## config.mk

```make
export PLATFORM = sky130hd
export DESIGN_NAME = ls_univ_shift_n
export DESIGN_NICKNAME = d
export VERILOG_FILES = /design/src/rtl/ls_pkg.sv /design/src/rtl/ls_shift_step.sv /design/src/rtl/ls_univ_shift_n.sv
export SDC_FILE = /design/constraint.sdc
export NUM_CORES = 1
export LEC_CHECK = 0
export BUFFER_PORTS_ARGS = -buffer_cell sky130_fd_sc_hd__buf_4
export CORE_MARGIN = 8
export CORE_UTILIZATION = 45
export CTS_CLUSTER_DIAMETER = 40
export DETAILED_ROUTE_END_ITERATION = 10
export GPL_TIMING_DRIVEN = 0
export PLACE_DENSITY_LB_ADDON = 0.05
export SYNTH_ARGS = -nofsm -noshare
export SYNTH_HDL_FRONTEND = slang
export SYNTH_SLANG_ARGS = --single-unit
```

## constraint.sdc

```tcl
create_clock -name clk -period 2.6 [get_ports clk]
set_clock_uncertainty 0.15 [all_clocks]
set_input_delay 0.13 -clock clk [delete_from_list [all_inputs] [get_ports clk]]
set_output_delay 0.13 -clock clk [all_outputs]
set_load 0.01 [all_outputs]
```

## src/rtl/ls_pkg.sv

```systemverilog
`default_nettype none
// ============================================================================
//  Module      : ls_pkg
//  Description : Shared definitions for the universal shift register:
//                operation-mode encoding, FSM state type and a helper that
//                classifies modes as sequenced (multi-step) or single-edge.
//  Revision    : 1.0  initial release
// ============================================================================
package ls_pkg;

    // Operation-mode encoding (3-bit mode input)
    localparam logic [2:0] MODE_HOLD = 3'b000;
    localparam logic [2:0] MODE_SHR  = 3'b001;
    localparam logic [2:0] MODE_SHL  = 3'b010;
    localparam logic [2:0] MODE_LOAD = 3'b011;
    localparam logic [2:0] MODE_ROR  = 3'b100;
    localparam logic [2:0] MODE_ROL  = 3'b101;
    localparam logic [2:0] MODE_ASR  = 3'b110;
    localparam logic [2:0] MODE_CLR  = 3'b111;

    // Sequencer states
    typedef enum logic [0:0] {
        IDLE = 1'b0,
        RUN  = 1'b1
    } state_t;

    // Shift/rotate modes honour the amount input and may take several edges.
    // HOLD, LOAD and CLR always complete in a single edge.
    function automatic logic is_seq_mode(input logic [2:0] m);
        return !((m == MODE_HOLD) || (m == MODE_LOAD) || (m == MODE_CLR));
    endfunction

endpackage
`default_nettype wire

```

## src/rtl/ls_shift_step.sv

```systemverilog
`default_nettype none
// ============================================================================
//  Module      : ls_shift_step
//  Description : Combinational single-step next-value function of the
//                universal shift register.
//  Ports       : mode_i    - operation select
//                q_i       - current register contents
//                sr_in_i   - serial input entering the MSB on SHR
//                sl_in_i   - serial input entering the LSB on SHL
//                d_i       - parallel load data
//                q_next_o  - register value after one step
//  Revision    : 1.0  initial release
// ============================================================================
module ls_shift_step
    import ls_pkg::*;
#(
    parameter int WIDTH = 4
) (
    input  logic [2:0]       mode_i,
    input  logic [WIDTH-1:0] q_i,
    input  logic             sr_in_i,
    input  logic             sl_in_i,
    input  logic [WIDTH-1:0] d_i,
    output logic [WIDTH-1:0] q_next_o
);

    always_comb begin
        q_next_o = q_i;
        case (mode_i)
            MODE_HOLD: q_next_o = q_i;
            MODE_SHR:  q_next_o = {sr_in_i, q_i[WIDTH-1:1]};
            MODE_SHL:  q_next_o = {q_i[WIDTH-2:0], sl_in_i};
            MODE_LOAD: q_next_o = d_i;
            MODE_ROR:  q_next_o = {q_i[0], q_i[WIDTH-1:1]};
            MODE_ROL:  q_next_o = {q_i[WIDTH-2:0], q_i[WIDTH-1]};
            // Sign bit is replicated into the vacated MSB.
            MODE_ASR:  q_next_o = {q_i[WIDTH-1], q_i[WIDTH-1:1]};
            MODE_CLR:  q_next_o = '0;
            default:   q_next_o = q_i;
        endcase
    end

endmodule
`default_nettype wire

```

## src/rtl/ls_univ_shift_n.sv

```systemverilog
`default_nettype none
// ============================================================================
//  Module      : ls_univ_shift_n
//  Description : N-bit universal shift register (74LS194 style) with rotate,
//                arithmetic shift, synchronous clear and a sequenced
//                multi-position shift using a busy/done handshake.
//  Ports       : clk      - rising-edge clock
//                rst_n    - asynchronous active-low reset
//                mode_i   - operation select
//                start_i  - begin an operation (sampled only when idle)
//                amt_i    - number of single-bit steps for shift/rotate
//                d_i      - parallel load data
//                sr_in_i  - serial input for shift-right (enters MSB)
//                sl_in_i  - serial input for shift-left (enters LSB)
//                q_o      - register contents
//                busy_o   - sequenced operation in progress
//                done_o   - one-cycle pulse after an operation completes
//  Revision    : 1.0  initial release
// ============================================================================
module ls_univ_shift_n
    import ls_pkg::*;
#(
    parameter int WIDTH = 4,
    parameter int CNT_W = 3
) (
    input  logic             clk,
    input  logic             rst_n,
    input  logic [2:0]       mode_i,
    input  logic             start_i,
    input  logic [CNT_W-1:0] amt_i,
    input  logic [WIDTH-1:0] d_i,
    input  logic             sr_in_i,
    input  logic             sl_in_i,
    output logic [WIDTH-1:0] q_o,
    output logic             busy_o,
    output logic             done_o
);

    state_t             state_q, state_d;
    logic [WIDTH-1:0]   q_q, q_d;
    logic [CNT_W-1:0]   cnt_q, cnt_d;
    logic [2:0]         mode_q, mode_d;
    logic               done_q, done_d;

    logic [2:0]         step_mode;
    logic [WIDTH-1:0]   q_next;

    // Single shared step function; the sequencer only chooses which mode
    // it evaluates on each edge (HOLD whenever nothing should change).
    ls_shift_step #(
        .WIDTH (WIDTH)
    ) u_step (
        .mode_i   (step_mode),
        .q_i      (q_q),
        .sr_in_i  (sr_in_i),
        .sl_in_i  (sl_in_i),
        .d_i      (d_i),
        .q_next_o (q_next)
    );

    // cnt_q holds the number of steps still to perform after the current
    // edge, so an operation of amt steps occupies exactly amt edges.
    always_comb begin
        state_d   = state_q;
        cnt_d     = cnt_q;
        mode_d    = mode_q;
        done_d    = 1'b0;
        step_mode = MODE_HOLD;

        case (state_q)
            IDLE: begin
                if (start_i) begin
                    done_d = 1'b1;
                    if (is_seq_mode(mode_i)) begin
                        if (amt_i != '0) begin
                            step_mode = mode_i;
                            mode_d    = mode_i;
                            cnt_d     = amt_i - CNT_W'(1);
                            if (amt_i > CNT_W'(1)) begin
                                state_d = RUN;
                                done_d  = 1'b0;
                            end
                        end
                        // amt of zero: register held, done still pulses
                    end else begin
                        step_mode = mode_i;
                    end
                end
            end
            RUN: begin
                // Latched mode; serial inputs are taken live every step.
                step_mode = mode_q;
                if (cnt_q <= CNT_W'(1)) begin
                    state_d = IDLE;
                    cnt_d   = '0;
                    done_d  = 1'b1;
                end else begin
                    cnt_d = cnt_q - CNT_W'(1);
                end
            end
            default: begin
                state_d = IDLE;
            end
        endcase

        q_d = q_next;
    end

    always_ff @(posedge clk or negedge rst_n) begin
        if (!rst_n) begin
            state_q <= IDLE;
            q_q     <= '0;
            cnt_q   <= '0;
            mode_q  <= MODE_HOLD;
            done_q  <= 1'b0;
        end else begin
            state_q <= state_d;
            q_q     <= q_d;
            cnt_q   <= cnt_d;
            mode_q  <= mode_d;
            done_q  <= done_d;
        end
    end

    assign q_o    = q_q;
    assign busy_o = (state_q == RUN);
    assign done_o = done_q;

endmodule
`default_nettype wire

```

* Word level (Yosys, flattened, before mapping)
Index checks and enable logic that the tools add are counted.
Storage, ports and cells: bits in registers 12, input bits 15
Cells by class: $add $sub $neg 2, magnitude comparators 2, equality and inequality tests 12, muxes and demuxes 22, bitwise gates (word level) 4, reduce and logical (&&, ||, !) cells 8
Operators with widths (number):
- $pmux 4 s7 | 1
- $mux 3 | 7
- $eq 3x3->1 const B | 5
- $pmux 3 s2 | 2
- $mux 1 | 10
- $eq 3x2->1 const B | 3
- $logic_not 3->1 | 2
- $ne 2x2->1 const B | 3
- $sub 3x1->3 const B | 2
- $not 1->1 | 4
- $pmux 1 s2 | 2
- $reduce_and 4->1 | 1
- $eq 3x1->1 const B | 1
- $gt 3x1->1 const B | 1
- $le 3x1->1 const B | 1
- $reduce_and 3->1 | 1
- $reduce_bool 3->1 | 1
- $logic_or 1x1->1 | 2
- $reduce_and 2->1 | 1

* Longest topological paths before layout
depth after elaboration 9, gate-level depth with buffers 9

* Cells and area by module
Synthesis repeated with hierarchy kept, for this count alone.
Unflattened totals: cell total of the unflattened synthesis 106, area, all modules 973.4 µm²
By module, submodules not included:
- ls_univ_shift_n | times used 1, cells an instance 69, area each 686.9 µm²
- ls_shift_step | times used 1, cells an instance 37, area each 286.5 µm²

* Worst setup path before layout
OpenSTA, ideal clock, no wires.
kind register -> register, start reg state_q (netlist: busy_o), end reg q_q[0] (netlist: q_o[0]), data arrival time 1.761 ns, data required time 2.363 ns, slack 0.602 ns, cell stages (with the launch flop) 8, buffers on the path 2, cells stage by stage dfrtp_1 nor2b_1 buf_2 a32oi_1 clkbuf_1 o21ai_0 a221o_1 a22oi_1
Between the ends: word-level cells in the longest chain between the ends 4, elaborated cells on any way between the ends 11, those cells by class 7 x eq/ne; 2 x mux; 1 x bitwise; 1 x reduce/logical
RTL lines:
- from (decl) | line ls_univ_shift_n.sv:39 | state_t state_q, state_d;
- from (signal assigned) | line ls_univ_shift_n.sv:117 | state_q <= state_d;
- $not 1->1 (no line)
- $pmux 3 s2 (*) | line ls_univ_shift_n.sv:70 | case (state_q)
- $eq 3x3->1 (tied with other cells) | line ls_shift_step.sv:29 | case (mode_i)
- $pmux 4 s7 | line ls_shift_step.sv:29
- to (signal assigned) | line ls_univ_shift_n.sv:118 | q_q <= q_d;
- to (decl) | line ls_univ_shift_n.sv:40 | logic [WIDTH-1:0] q_q, q_d;
Mark *: on every way between the ends. The rest lies on a longest branch, timed or not. A chain may end at the register's enable or synchronous reset.

* Worst setup path in the final report
start in mode_i[0], end reg q_q[2] (netlist: q_o[2])
Between the ends: word-level cells in the longest chain between the ends 8, elaborated cells on any way between the ends 18, those cells by class 9 x eq/ne; 5 x mux; 4 x reduce/logical
RTL lines:
- from (decl) | line ls_univ_shift_n.sv:28 | input logic [2:0] mode_i,
- $eq 3x2->1 / $logic_not 3->1 (equally long branches) | line ls_pkg.sv:30 | return !((m == MODE_HOLD) || (m == MODE_LOAD) || (m == MODE_CLR));
- $logic_or 1x1->1 (2 in a row) | line ls_pkg.sv:30
- $mux 3 (*) | line ls_univ_shift_n.sv:74 | if (is_seq_mode(mode_i)) begin
- $mux 3 (*) | line ls_univ_shift_n.sv:72 | if (start_i) begin
- $pmux 3 s2 (*) | line ls_univ_shift_n.sv:70
- $eq 3x3->1 (tied with other cells) | line ls_shift_step.sv:29
- $pmux 4 s7 | line ls_shift_step.sv:29
Marked as above.

==> run_results.csv <==
group,metric,value,unit
setup_path,cpMaxStageDelayCell,"dlygate4sd3_1",
synthesis,ys_warn_count,0,
sta,rsz0062_at_grt,"no",
setup_path,cpPeakStageDelay,0.53,ns
die,num_io_pins,21,
drt,vias_per_cell,5.51,
sta,final_max_slew_viol_count,0,
cts,clk_pin_slew,0.09,ns
synthesis,avgSynthCellArea,9.27,um2
global_routing,overflow,0,
setup_path,end_kind,"register",
synthesis,syn_nets,116,
final_layout,areaGrowthSynthToFinish,30.4,%
sta,slew-limit-headroom,72.2,%
drt,num_vias,837,
cts,root_buffer,"clkbuf_4",
cts,worst_skew_pair.late_latency,0.28,ns
sta,min_period_over_period,87.2,%
synthesis,synth_area_leaders,"dfrtp_1 34%, ha_1 7.0%, mux2_2 5.1%, nor2_1 4.2%, a21oi_1 3.9%",
cts,postCtsSetupRepairBufs,0,
die,die-area,3660,um2
setup_path,cp-start-kind,"primary input",
pwr,pwr-share-clk,13.3,%
pwr,leakage,0.500,nW
synthesis,ys.flop_type,"dfrtp_1",
cts,cts_buffers,3,
synthesis,netlist.area_leader.share,33.8,%
global_routing,grt_pass1_vias,811,
drt,antenna_left,0,
final_layout,nNetsFinal,146,
setup_path,arrival,2.29,ns
setup_path,worst_ep_required_time,2.63,ns
synthesis,postSynthCellCount,96,
final_layout,diodes,0,
global_routing,antenna_found_initial,0,
final_layout,layout-drive-gt1-share,26.4,%
sta,finalWorstSetupSlack,0.333,ns
run_status,outcome,"complete, no violations",
synthesis,syn_area,890,um2
synthesis,synth_edf_count,0,
synthesis,synth_seq_cells,12,
placement,routabilityCongestion,0.826,
cts,htree_levels,1,
global_routing,grt_pass1_wl,3570,um
die,start_util,46.3,%
pwr,power_frac_comb,55.3,%
sta,max_freq,441,MHz
drt,drt-total-wl,2180,um
global_routing,grt.total_usage,12.8,%
synthesis,async_reset_ff_share,100,%
min_path,hold_path.class,"primary input to register",
placement,io_buffers,20,
drt,drc,0,
drt,top_layer,"met4",
die,rows,16,
drt,routedWlPerCell,14.3,um
final_layout,final_common_cell,"buf_4",
pwr,intPower,0.000686,W
sta,fin_setup_tns,0,ns
pwr,switching_share,42.1,%
synthesis,ys_seq_area_share,33.8,%
die,die_w,60.5,um
pwr,power.share.sequential,31.5,%
cts,clk_path_buf_depth,2,
drt,routed-wl-met2,1020,um
drt,first_pass_iters,4,
synthesis,yosysUniqueCellTypes,35,
sta,finalSetupViolations,0,
global_routing,grt_max_degree,13,
setup_path,path_class,"primary input to register",
die,design.core.area,1920,um2
die,fp.dieH,60.5,um
run,maxCapViolCount,0,
sta,tightest_slew,0.417,ns
cts,cts_tree,"built",
cts,cts_resized,0,
setup_path,crit_chain,"dlygate4sd3_1, buf_4, or3b_1, a32oi_2, nand2_1, mux2_2, o221a_1",
pwr,ir_drop,0.582,mV
sta,fin_crit,2.27,ns
pwr,powerDensity,1020,nW/um2
sta,hold_violations,0,
pwr,p_sw,0.000498,W
synthesis,synth_top_cell_by_area,"dfrtp_1",
drt,wl_met3,127,um
drt,drt_iter0_drc,18,
placement,dp_hpwl,1630,um
setup_path,crit_path_max_fanout,7,
cts,cts_sinks,12,
drt,wirelength_met1,998,um
final_layout,final_cell_mix,"20 x buf_4, 12 x dfrtp_1, 10 x nor2_1",
placement,preCtsSetupSlack,0.345,ns
==> final timing paths <==
kind                       cells after the start  slack [ns]                   from               endpoint
setup reg to reg                               7        0.35       busy_o$_DFF_PN0_     q_o[0]$_DFFE_PN0P_
hold / removal                                 4        0.04                 d_i[1]     q_o[1]$_DFFE_PN0P_
hold reg to reg                                1        0.40  mode_q[2]$_DFFE_PN0P_  mode_q[2]$_DFFE_PN0P_
max in group asynchronous                      2        2.06                  rst_n  mode_q[0]$_DFFE_PN0P_
setup / recovery                               7        0.33              mode_i[0]     q_o[2]$_DFFE_PN0P_
min in group asynchronous                      2        0.07                  rst_n       busy_o$_DFF_PN0_
==> routing by layer <==
layer  vias up  GRT usage (%)
met5         -              0
met4         0           5.98
met3         5           3.39
met2        21           19.5
met1       390           16.4
li1        421              -
==> sequential cells by signal, indices dropped and copies added (netlist names) <==
register and count:
q_o 4, cnt_q 3, mode_q 3, busy_o 1, done_o 1
==> worst max-delay path: cells and delay by family <==
family | cells | cell delay [ns]
AO/OA/AOI/OAI | 2 | 0.62
buffers and inverters | 2 | 0.69
multiplexers | 1 | 0.30
AND/OR/NAND/NOR | 2 | 0.55
==> Yosys cell counts, drive strengths merged, types with 2 or more instances <==
master  count
a21oi       7
a32o        3
a32oi       4
clkbuf      2
dfrtp      12
ha          5
inv         6
mux2        4
nand2       6
nor2       10
nor2b       3
nor3        5
o21ai       6
o221a       3
o22a        2
or3b        2
xnor2       2
==> per-stage QoR <==
| stage | instance area [um2] | hold slack (ns) | cells | utilization, % | power (W) |
|---|---|---|---|---|---|
| 4_1_cts | 1150 | 0.000112 | 151 | 59.8 | 0.00119 |
| 3_3_place_gp | 1070 | -0.169 | 143 | 55.9 | 0.00101 |
| 6_report | 1160 | 0.0371 | 152 | 60.4 | 0.00118 |
| 3_5_place_dp | 1070 | -0.167 | 143 | 55.9 | 0.00102 |
| 2_1_floorplan | 890 | -0.316 | 96 | - | 0.000820 |
| 5_1_grt | 1160 | 0.0501 | 152 | 60.4 | 0.00129 |
==> power by group through the flow <==
| stage | logic, W | registers (W) | clock network (W) |
|---|---|---|---|
| 3_5_place_dp | 0.000645 | 0.000374 | 0 |
| 2_1_floorplan | 0.000448 | 0.000372 | 0 |
| 3_3_place_gp | 0.000639 | 0.000373 | 0 |
| 6_report | 0.000654 | 0.000372 | 0.000157 |
| 4_1_cts | 0.000653 | 0.000372 | 0.000160 |
| 5_1_grt | 0.000725 | 0.000388 | 0.000174 |
==> cell type report <==
class                      count  area (um2)
tap                           27        33.8
timing repair buffer          25         200
fill                         182         762
inverter                       6        22.5
buffer                         3        12.5
clock buffer                   4        36.3
multi-input combinational     75         554
sequential                    12         300
==> cells by family (layout without fill, tap and decap cells) <==
logic type	Yosys count	in the layout	share of synthesized area, %
AND/OR/NAND/NOR	32	32	18.3
AO/OA/AOI/OAI	31	31	28.8
flip-flops	12	12	33.8
buffers and inverters	9	38	3.94
adder cells (fa/ha/maj)	5	5	7.03
multiplexers	5	5	6.19
XOR/XNOR	2	2	1.97
==> repair_timing <==
item | CTS | global route
endpoints found under the setup margin | 0 | 0
hold endpoints to repair | 15 | 1
hold buffers | 4 | 1
Note: power is estimated with default switching activity, not from simulation.
